--- src/rtl/m_stage_mem_ctrl_if.sv ---
// m_stage_mem_ctrl_if: valid/ready data-memory bus between the M stage and memory.
// master (M stage): bus_req, bus_we, bus_addr, bus_be, bus_wdata out; bus_ready, bus_rdata in.
// slave (memory): the mirror image.
interface m_stage_mem_ctrl_if #(parameter int ADDR_W = 32, parameter int DATA_W = 32);
  logic                  bus_req;
  logic                  bus_we;
  logic [ADDR_W-1:0]     bus_addr;
  logic [DATA_W/8-1:0]   bus_be;
  logic [DATA_W-1:0]     bus_wdata;
  logic                  bus_ready;
  logic [DATA_W-1:0]     bus_rdata;
  modport master (output bus_req, bus_we, bus_addr, bus_be, bus_wdata, input bus_ready, bus_rdata);
  modport slave  (input bus_req, bus_we, bus_addr, bus_be, bus_wdata, output bus_ready, bus_rdata);
endinterface

--- src/rtl/m_stage_mem_ctrl.sv ---
// m_stage_mem_ctrl: turns the load/store held in M into one bus transaction, stalling until done.
// in : clk, reset (sync, active-low), i_m_valid, i_m_op, i_m_addr, i_m_wdata, i_m_pc
// out: o_stall, o_ld_valid, o_ld_data, o_adel, o_ades, o_exc_pc
// bus: m_stage_mem_ctrl_if.master (request side of the data-memory bus)
module m_stage_mem_ctrl #(
  parameter int ADDR_W = 32,
  parameter int DATA_W = 32
) (
  input  logic              clk,
  input  logic              reset,
  input  logic              i_m_valid,
  input  logic [3:0]        i_m_op,
  input  logic [ADDR_W-1:0] i_m_addr,
  input  logic [DATA_W-1:0] i_m_wdata,
  input  logic [ADDR_W-1:0] i_m_pc,
  output logic              o_stall,
  output logic              o_ld_valid,
  output logic [DATA_W-1:0] o_ld_data,
  output logic              o_adel,
  output logic              o_ades,
  output logic [ADDR_W-1:0] o_exc_pc,
  m_stage_mem_ctrl_if.master bus
);
  typedef enum logic [1:0] {IDLE, REQ, DONE} state_t;
  localparam logic [3:0] OP_LW = 4'd1, OP_LH = 4'd2, OP_LHU = 4'd3, OP_LB = 4'd4, OP_LBU = 4'd5;
  localparam logic [3:0] OP_SW = 4'd6, OP_SH = 4'd7, OP_SB = 4'd8;
  state_t      r_state, w_next;
  logic [1:0]  r_addr;
  logic [3:0]  r_op;
  logic        w_is_ld, w_is_st, w_aligned, w_req_ok, w_start, w_mis;
  logic [3:0]  w_be;
  logic [DATA_W-1:0] w_wdata, w_ext;
  logic [15:0] w_half;
  logic [7:0]  w_byte;
  always_comb begin
    w_is_ld   = i_m_op >= OP_LW && i_m_op <= OP_LBU;
    w_is_st   = i_m_op >= OP_SW && i_m_op <= OP_SB;
    w_aligned = (i_m_op == OP_LW || i_m_op == OP_SW) ? i_m_addr[1:0] == 2'b00 :
                (i_m_op == OP_LH || i_m_op == OP_LHU || i_m_op == OP_SH) ? !i_m_addr[0] : 1'b1;
    w_req_ok  = r_state == IDLE && i_m_valid && (w_is_ld || w_is_st);
    w_start   = w_req_ok && w_aligned;
    w_mis     = w_req_ok && !w_aligned;
    // Gated by reset so the pipeline is never held while the block is being reset.
    o_stall   = reset && (w_start || r_state == REQ);
    w_next    = r_state == IDLE ? (w_start ? REQ : IDLE) :
                r_state == REQ  ? (bus.bus_ready ? DONE : REQ) : IDLE;
    w_be      = i_m_op == OP_SW ? 4'b1111 :
                i_m_op == OP_SH ? (i_m_addr[1] ? 4'b1100 : 4'b0011) :
                i_m_op == OP_SB ? 4'b0001 << i_m_addr[1:0] : 4'b0000;
    w_wdata   = i_m_op == OP_SH ? {2{i_m_wdata[15:0]}} :
                i_m_op == OP_SB ? {4{i_m_wdata[7:0]}} : i_m_wdata;
    w_half    = r_addr[1] ? bus.bus_rdata[31:16] : bus.bus_rdata[15:0];
    w_byte    = r_addr[0] ? w_half[15:8] : w_half[7:0];
    w_ext     = r_op == OP_LW  ? bus.bus_rdata :
                r_op == OP_LH  ? {{16{w_half[15]}}, w_half} :
                r_op == OP_LHU ? {16'h0, w_half} :
                r_op == OP_LB  ? {{24{w_byte[7]}}, w_byte} : {24'h0, w_byte};
  end
  always_ff @(posedge clk) begin
    if (!reset) begin
      r_state       <= IDLE;
      r_addr        <= '0;
      r_op          <= '0;
      bus.bus_req   <= 1'b0;
      bus.bus_we    <= 1'b0;
      bus.bus_addr  <= '0;
      bus.bus_be    <= '0;
      bus.bus_wdata <= '0;
      o_ld_valid    <= 1'b0;
      o_ld_data     <= '0;
      o_adel        <= 1'b0;
      o_ades        <= 1'b0;
      o_exc_pc      <= '0;
    end else begin
      r_state    <= w_next;
      o_ld_valid <= 1'b0;
      o_adel     <= w_mis && w_is_ld;
      o_ades     <= w_mis && w_is_st;
      if (w_mis) o_exc_pc <= i_m_pc;
      if (w_start) begin
        bus.bus_req   <= 1'b1;
        bus.bus_we    <= w_is_st;
        bus.bus_addr  <= {i_m_addr[ADDR_W-1:2], 2'b00};
        bus.bus_be    <= w_be;
        bus.bus_wdata <= w_wdata;
        r_addr        <= i_m_addr[1:0];
        r_op          <= i_m_op;
      end
      if (r_state == REQ && bus.bus_ready) begin
        bus.bus_req <= 1'b0;
        // Only memory ops are ever latched, so anything below sw is a load.
        if (r_op < OP_SW) begin
          o_ld_data  <= w_ext;
          o_ld_valid <= 1'b1;
        end
      end
    end
  end
endmodule
--- src/flat_wrapper.sv ---
// flat-port wrapper written by rule: the top's interface ports become plain ports
module m_stage_mem_ctrl_flat 
#(
  parameter int ADDR_W = 32,
  parameter int DATA_W = 32
)
  (clk, reset, i_m_valid, i_m_op, i_m_addr, i_m_wdata, i_m_pc, o_stall, o_ld_valid, o_ld_data, o_adel, o_ades, o_exc_pc, bus_bus_req, bus_bus_we, bus_bus_addr, bus_bus_be, bus_bus_wdata, bus_bus_ready, bus_bus_rdata);
  m_stage_mem_ctrl_if #(.ADDR_W(ADDR_W), .DATA_W(DATA_W)) bus_i ();
  input  logic clk;
  input  logic reset;
  input  logic i_m_valid;
  input  logic [3:0] i_m_op;
  input  logic [ADDR_W-1:0] i_m_addr;
  input  logic [DATA_W-1:0] i_m_wdata;
  input  logic [ADDR_W-1:0] i_m_pc;
  output logic o_stall;
  output logic o_ld_valid;
  output logic [DATA_W-1:0] o_ld_data;
  output logic o_adel;
  output logic o_ades;
  output logic [ADDR_W-1:0] o_exc_pc;
  output wire logic [$bits(bus_i.bus_req)-1:0] bus_bus_req;
  output wire logic [$bits(bus_i.bus_we)-1:0] bus_bus_we;
  output wire logic [$bits(bus_i.bus_addr)-1:0] bus_bus_addr;
  output wire logic [$bits(bus_i.bus_be)-1:0] bus_bus_be;
  output wire logic [$bits(bus_i.bus_wdata)-1:0] bus_bus_wdata;
  input wire logic [$bits(bus_i.bus_ready)-1:0] bus_bus_ready;
  input wire logic [$bits(bus_i.bus_rdata)-1:0] bus_bus_rdata;
  assign bus_bus_req = bus_i.bus_req;
  assign bus_bus_we = bus_i.bus_we;
  assign bus_bus_addr = bus_i.bus_addr;
  assign bus_bus_be = bus_i.bus_be;
  assign bus_bus_wdata = bus_i.bus_wdata;
  assign bus_i.bus_ready = bus_bus_ready;
  assign bus_i.bus_rdata = bus_bus_rdata;
  m_stage_mem_ctrl #(.ADDR_W(ADDR_W), .DATA_W(DATA_W)) u_core (.clk(clk), .reset(reset), .i_m_valid(i_m_valid), .i_m_op(i_m_op), .i_m_addr(i_m_addr), .i_m_wdata(i_m_wdata), .i_m_pc(i_m_pc), .o_stall(o_stall), .o_ld_valid(o_ld_valid), .o_ld_data(o_ld_data), .o_adel(o_adel), .o_ades(o_ades), .o_exc_pc(o_exc_pc), .bus(bus_i));
endmodule
--- config.mk ---
export PLATFORM = sky130hd
export DESIGN_NAME = m_stage_mem_ctrl_flat
export DESIGN_NICKNAME = d
export VERILOG_FILES = /design/src/rtl/m_stage_mem_ctrl_if.sv /design/src/rtl/m_stage_mem_ctrl.sv /design/src/flat_wrapper.sv
export SDC_FILE = /design/constraint.sdc
export NUM_CORES = 1
export LEC_CHECK = 0
export CAP_MARGIN = 5
export CORE_MARGIN = 2
export CORE_UTILIZATION = 40
export CTS_CLUSTER_DIAMETER = 60
export DETAILED_ROUTE_END_ITERATION = 8
export GPL_ROUTABILITY_DRIVEN = 0
export GPL_TIMING_DRIVEN = 0
export PLACE_DENSITY = 0.76
export SLEW_MARGIN = 10
export SYNTH_ARGS = -nofsm -noshare
export SYNTH_HDL_FRONTEND = slang
export SYNTH_SLANG_ARGS = --single-unit
--- constraint.sdc ---
create_clock -name clk -period 3.2 [get_ports clk]
set_clock_uncertainty 0.2 [all_clocks]
set_input_delay 0.64 -clock clk [delete_from_list [all_inputs] [get_ports clk]]
set_output_delay 0.64 -clock clk [all_outputs]
set_load 0.01 [all_outputs]
==> results of run 1 <==
-- area by class of cell --
type                            count  share of cell area
Sequential cell                   143               0.282
Inverter                            3             0.00111
Antenna cell                        2            0.000492
Buffer                             68              0.0378
Multi-Input combinational cell    518               0.327
Timing Repair Buffer              275               0.269
Tap cell                          216              0.0266
Clock buffer                       20              0.0449
Clock inverter                     11              0.0115
-- cell usage in the layout (no fill, tap or decap), types with 13 or more instances in the layout --
cell	count
clkdlybuf4s50_1	265
nand2_1	193
dfxtp_1	143
mux2i_1	95
clkbuf_1	47
o21ai_0	37
a21oi_1	34
a31oi_1	26
a311oi_2	24
nand3_1	19
clkbuf_16	17
buf_6	14
nor2_1	13
-- what timing repair did --
item                       in CTS  in global routing
buffers inserted                5                  0
resized for setup              15                  4
setup endpoints to repair       1                  1
hold buffers                    0                  0
pin swaps                       3                  2
-- cell families after synthesis --
| logic type | count (synthesis) | synth area share |
|---|---|---|
| buffers and inverters | 72 | 0.0597 |
| AO/OA/AOI/OAI | 158 | 0.182 |
| other | 1 | 0.000571 |
| multiplexers | 96 | 0.148 |
| flip-flops | 143 | 0.436 |
| AND/OR/NAND/NOR | 262 | 0.173 |
-- registers in the layout (all words and copies together), names as in the netlist, 2 cells and up --
| name | flops |
|---|---|
| u_core.bus.bus_addr | 30 |
| u_core.bus.bus_be | 4 |
| u_core.bus.bus_wdata | 32 |
| u_core.o_exc_pc | 32 |
| u_core.o_ld_data | 32 |
| u_core.r_addr | 2 |
| u_core.r_op | 4 |
| u_core.r_state | 2 |
-- power by group --
| part | switching [W] | internal (W) |
|---|---|---|
| Clock | 0.000785 | 0.00118 |
| Sequential | 0.0000494 | 0.00187 |
| Combinational | 0.000387 | 0.000457 |
| Total | 0.00122 | 0.00350 |
-- metal layers --
| metal | up-vias | share of wire | GRT usage |
|---|---|---|---|
| met5 | - | 0.00045 | 0 |
| met2 | 262 | 0.47 | 0.408 |
| met3 | 51 | 0.077 | 0.0788 |
| li1 | 3169 | - | - |
| met4 | 2 | 0.027 | 0.0972 |
| met1 | 2989 | 0.43 | 0.313 |
-- synthesized netlist by cell type (all sizes together), types with 3 or more instances --
| cell type | n |
|---|---|
| mux2i | 95 |
| o21ai | 39 |
| a21oi | 34 |
| a31oi | 26 |
| a311oi | 25 |
| nand3b | 3 |
| a211oi | 4 |
| buf | 23 |
| nor2 | 13 |
| nand2 | 193 |
| nor2b | 10 |
| inv | 3 |
| o221a | 7 |
| and3 | 6 |
| nor4b | 3 |
| dfxtp | 143 |
| a21boi | 9 |
| clkbuf | 46 |
| o21a | 8 |
| nand3 | 19 |
| nor3 | 4 |
-- critical path: stages --
cell and delay (ns):
clkdlybuf4s15_1 0.19, buf_6 0.12, or3b_1 0.36, a211o_1 0.27, buf_6 0.12, and3_4 0.16, buf_12 0.11, o21a_1 0.18
buf_6 0.12
-- worst paths after layout --
| kind | endpoint | slack [ns] | start | cells past startpoint |
|---|---|---|---|---|
| worst max-delay path | o_stall | 0.08 | i_m_op[1] | 9 |
| worst min-delay path | u_core.bus.bus_wdata[7]$_SDFFE_PN0P_ | 0.26 | u_core.bus.bus_wdata[7]$_SDFFE_PN0P_ | 2 |
| worst max register to register | u_core.o_ld_data[26]$_SDFFE_PN0P_ | 0.70 | u_core.r_addr[1]$_SDFFE_PN0P_ | 4 |
| worst min register to register | u_core.bus.bus_wdata[7]$_SDFFE_PN0P_ | 0.26 | u_core.bus.bus_wdata[7]$_SDFFE_PN0P_ | 2 |
-- stage by stage --
step	setup slack, ns	setup TNS (ns)	util
final	0.0790	0	0.637
after global placement	-0.901	-0.901	0.598
after global routing	0.0244	0	0.637
after floorplan	0.185	0	-
after detailed placement	-0.934	-0.948	0.598
after CTS	0.00623	0	0.637
==> reports/qor.yml, run 1 <==
hold_slack_ns: 0.256
ant_nets: 0
hold_violations: 0
power_w: 0.00473
p_leak_nw: 3.72
final_net_count: 1162
dpl-instance-area_um2: 9540
synth_area_per_cell_um2: 8.97
cts_max_path_buffers: 2
fmax_mhz: 320
tightest_slew_ns: 0.846
num_vias: 6473
seqCellArea_um2: 2860
synth_cell_types: 44
cp.required_ns: 2.36
row_count: 46
setup_violations: 0
multi_input_area_um2: 3320
outcome: "completed"
wl_per_cell_um: 17.7
synthCells: 732
grt_pass1_vias: 6330
htree_levels: 4
core-area_um2: 15900
routed_via_density: 5.15
hold_class: "reg2reg"
synthFlopType: "dfxtp_1"
critPathKind: "in2out"
cts_buffers: 17
crit_path_start_kind: "input pin"
cp_max_fo: 2
drc: 0
hpwl_um: 16500
synth_top_area_cell: "dfxtp_1"
drive_gt1_frac: 0.0963
overflow: 0
start_util: 0.412
dpl.cell_count: 1219
rsz0062_at_grt: "no"
async_flop_share: 0
period_minus_slack_ns: 3.12
grt_max_degree: 17
synthToLayoutAreaGrowth_pct: 54.9
ys.warnings.count: 0
crit_path_end_kind: "output pin"
num-fill-cells: 1390
drt_iter0_drc: 381
cap_violations: 0
yosysTopAreaCellShare: 0.436
drv_slew: 0
fin_area_um2: 10200
grt_pass1_wl_um: 34800
die_area_um2: 17400
fin_crit_sh: 0.975
io_pins: 274
port_buffers: 270
arrival_ns: 2.28
ys_ff_latch: 143
die_w_um: 132
grt_usage: 0.252
clk_latency_ns: 0.43
cts_num_sinks: 143
synth_area_leaders: "dfxtp_1 (44%), mux2i_1 (14%), nand2_1 (11%)"
cts_root_buffer: "clkbuf_16"
ys_seq_area_frac: 0.436
drt_pass1_iterations: 5
synth-edff-count: 0
cts_tree: "built"
cellPowerDensity_nw_per_um2: 465
die_h_um: 132
antenna_found_initial: 2
layoutNonFillerInstCount: 1256
clk_pin_slew_ns: 0.06
slew_headroom: 0.434
wirelength_um: 22200
peakVddDrop_mv: 0.399
synth_area_um2: 6560
Note: power is estimated with default switching activity, not from simulation.
==> inputs of run 2 (changes only) <==
PLACE_DENSITY = not set   (was 0.76)
PLACE_DENSITY_LB_ADDON = 0.05   (was not set)
==> reports/qor.yml, run 2 (synthesis gave the netlist of run 1 again) <==
cts_root_buffer: "clkbuf_16"
fmax_mhz: 317  # -0.94%
drc: 0  # unchanged
num_vias: 6424  # -0.76%
synthToLayoutAreaGrowth_pct: 54.5
drt_pass1_iterations: 5  # unchanged
slew_headroom: 0.423  # -0.0113
crit_path_end_kind: "output pin"
cellPowerDensity_nw_per_um2: 456  # -2.0%
rsz0062_at_grt: "no"
power_w: 0.00462  # -2.2%
setup_tns_ns: 0  # unchanged
crit_path_start_kind: "input pin"
start_util: 0.412  # unchanged
hold_violations: 0  # unchanged
wl_per_cell_um: 16.8  # -5.0%
utilization: 0.636  # -0.00149
clk_pin_slew_ns: 0.06  # about the same
hpwl_um: 15800  # -4.2%
die_h_um: 132  # unchanged
cts_num_sinks: 143  # unchanged
antenna_found_initial: 0  # -2
period_minus_slack_ns: 3.15  # +0.0297 ns
cp.required_ns: 2.36  # about the same
drt_iter0_drc: 300  # -21%
final_net_count: 1163  # +0.086%
diodes: 0  # -2
min_from: "u_core.o_exc_pc[4]$_SDFFE_PN0N_"
mostFrequentLayoutCell: "clkdlybuf4s50_1"
grt_max_degree: 17  # unchanged
regToRegStartpoint: "u_core.r_addr[1]$_SDFFE_PN0P_"
fin_area_um2: 10100  # -0.23%
hold_class: "reg2reg"
clk_latency_ns: 0.42  # about the same
critical_path.endpoint: "o_stall"
r2r_end: "u_core.o_ld_data[22]$_SDFFE_PN0P_"
peakVddDrop_mv: 0.379  # -4.9%
cp_max_fo: 4  # +2
grt_pass1_wl_um: 33200  # -4.4%
outcome: "completed"
layout_top_registers: "u_core.bus.bus_wdata x32, u_core.o_exc_pc x32, u_core.o_ld_data x32"
p_leak_nw: 3.72  # about the same
ant_nets: 0  # unchanged
fin_crit_sh: 0.985  # +0.00929
setup_violations: 0  # unchanged
wirelength_um: 21100  # -5.0%
cap_violations: 0  # unchanged
final_cell_mix: "clkdlybuf4s50_1 (265), nand2_1 (193), dfxtp_1 (143)"
dpl.cell_count: 1219  # unchanged
arrival_ns: 2.31  # +0.03 ns
drive_gt1_frac: 0.100  # +0.00366
die_w_um: 132  # unchanged
layoutNonFillerInstCount: 1256  # unchanged
overflow: 0  # unchanged
drv_slew: 0  # unchanged
rrSetupSlack_ns: 0.68  # -0.02 ns
crit_start: "i_m_op[2]"
cts_tree: "built"
ctsHoldBuffers: 0  # unchanged
dpl-instance-area_um2: 9540  # unchanged
grt_usage: 0.238  # -0.0139
htree_levels: 4  # unchanged
cts_buffers: 17  # unchanged
cts_max_path_buffers: 2  # unchanged
die_area_um2: 17400  # unchanged
routed_via_density: 5.11  # -0.76%
row_count: 46  # unchanged
grt_pass1_vias: 6267  # -1.0%
reg2reg_depth: 4  # unchanged
tightest_slew_ns: 0.863  # +0.0169 ns
critPathKind: "in2out"
io_pins: 274  # unchanged
core-area_um2: 15900  # unchanged
port_buffers: 270  # unchanged
==> run 2: cell types whose count changed in the layout (fill, tap and decap cells not counted), moves of 2 or more <==
cell	previous run	this run
clkinv_4	1	5
clkbuf_8	2	0
clkinvlp_4	3	1
diode_2	2	0
==> run 2: worst min-delay path by stage <==
stage                                      endpoint  slack, ns  cells past startpoint
2_1_floorplan         u_core.r_addr[0]$_SDFFE_PN0P_       0.27                      2
3_3_place_gp       u_core.o_exc_pc[29]$_SDFFE_PN0N_       0.24                      2
3_5_place_dp        u_core.o_exc_pc[2]$_SDFFE_PN0N_       0.25                      2
4_1_cts             u_core.o_exc_pc[2]$_SDFFE_PN0N_       0.26                      2
5_1_grt        u_core.bus.bus_addr[24]$_SDFFE_PN0P_       0.27                      2
6_report            u_core.o_exc_pc[4]$_SDFFE_PN0N_       0.26                      2
==> run 2: area by class of cell <==
type | count | area (µm²)
Fill cell | 1406 | 5800
Multi-Input combinational cell | 518 | 3320
Sequential cell | 143 | 2860
Timing Repair Buffer | 276 | 2740
Clock buffer | 18 | 429
Buffer | 68 | 384
Tap cell | 216 | 270
Clock inverter | 14 | 120
Inverter | 3 | 11.3
==> run 2: per-stage QoR <==
stage / setup slack, ns / hold slack (ns)
after floorplan: 0.185 / 0.273
after global routing: 0.00153 / 0.270
after global placement: -0.934 / 0.242
after CTS: 0.0148 / 0.257
final: 0.0492 / 0.256
after detailed placement: -0.913 / 0.248
==> run 2: metal layers <==
layer  track usage  routed length, µm  vias to the layer above
li1              -                  -                     3159
met1         0.303               9240                     2974
met2         0.375               9580                      257
met3        0.0796               1780                       34
met4        0.0864                472                        0
met5             0                  0                        -
==> run 2: repair_timing <==
action	4_1_cts	5_1_grt
resized for setup	17	3
setup buffers	6	0
pin swaps	2	1
endpoints found under the setup margin	1	1
hold endpoints to repair	0	0
==> run 2: critical path, stage by stage <==
cell,delay (ns)
clkdlybuf4s15_2,0.20
buf_6,0.12
or3b_1,0.36
a211o_1,0.27
buf_6,0.12
and3_4,0.16
buf_12,0.12
o21a_1,0.18
buf_2,0.14
==> run 2: power by group <==
group	switching [W]	internal, W	total [W]
logic	0.000381	0.000457	0.000838
registers	0.0000486	0.00187	0.00192
clock network	0.000796	0.00107	0.00186
total	0.00123	0.00339	0.00462
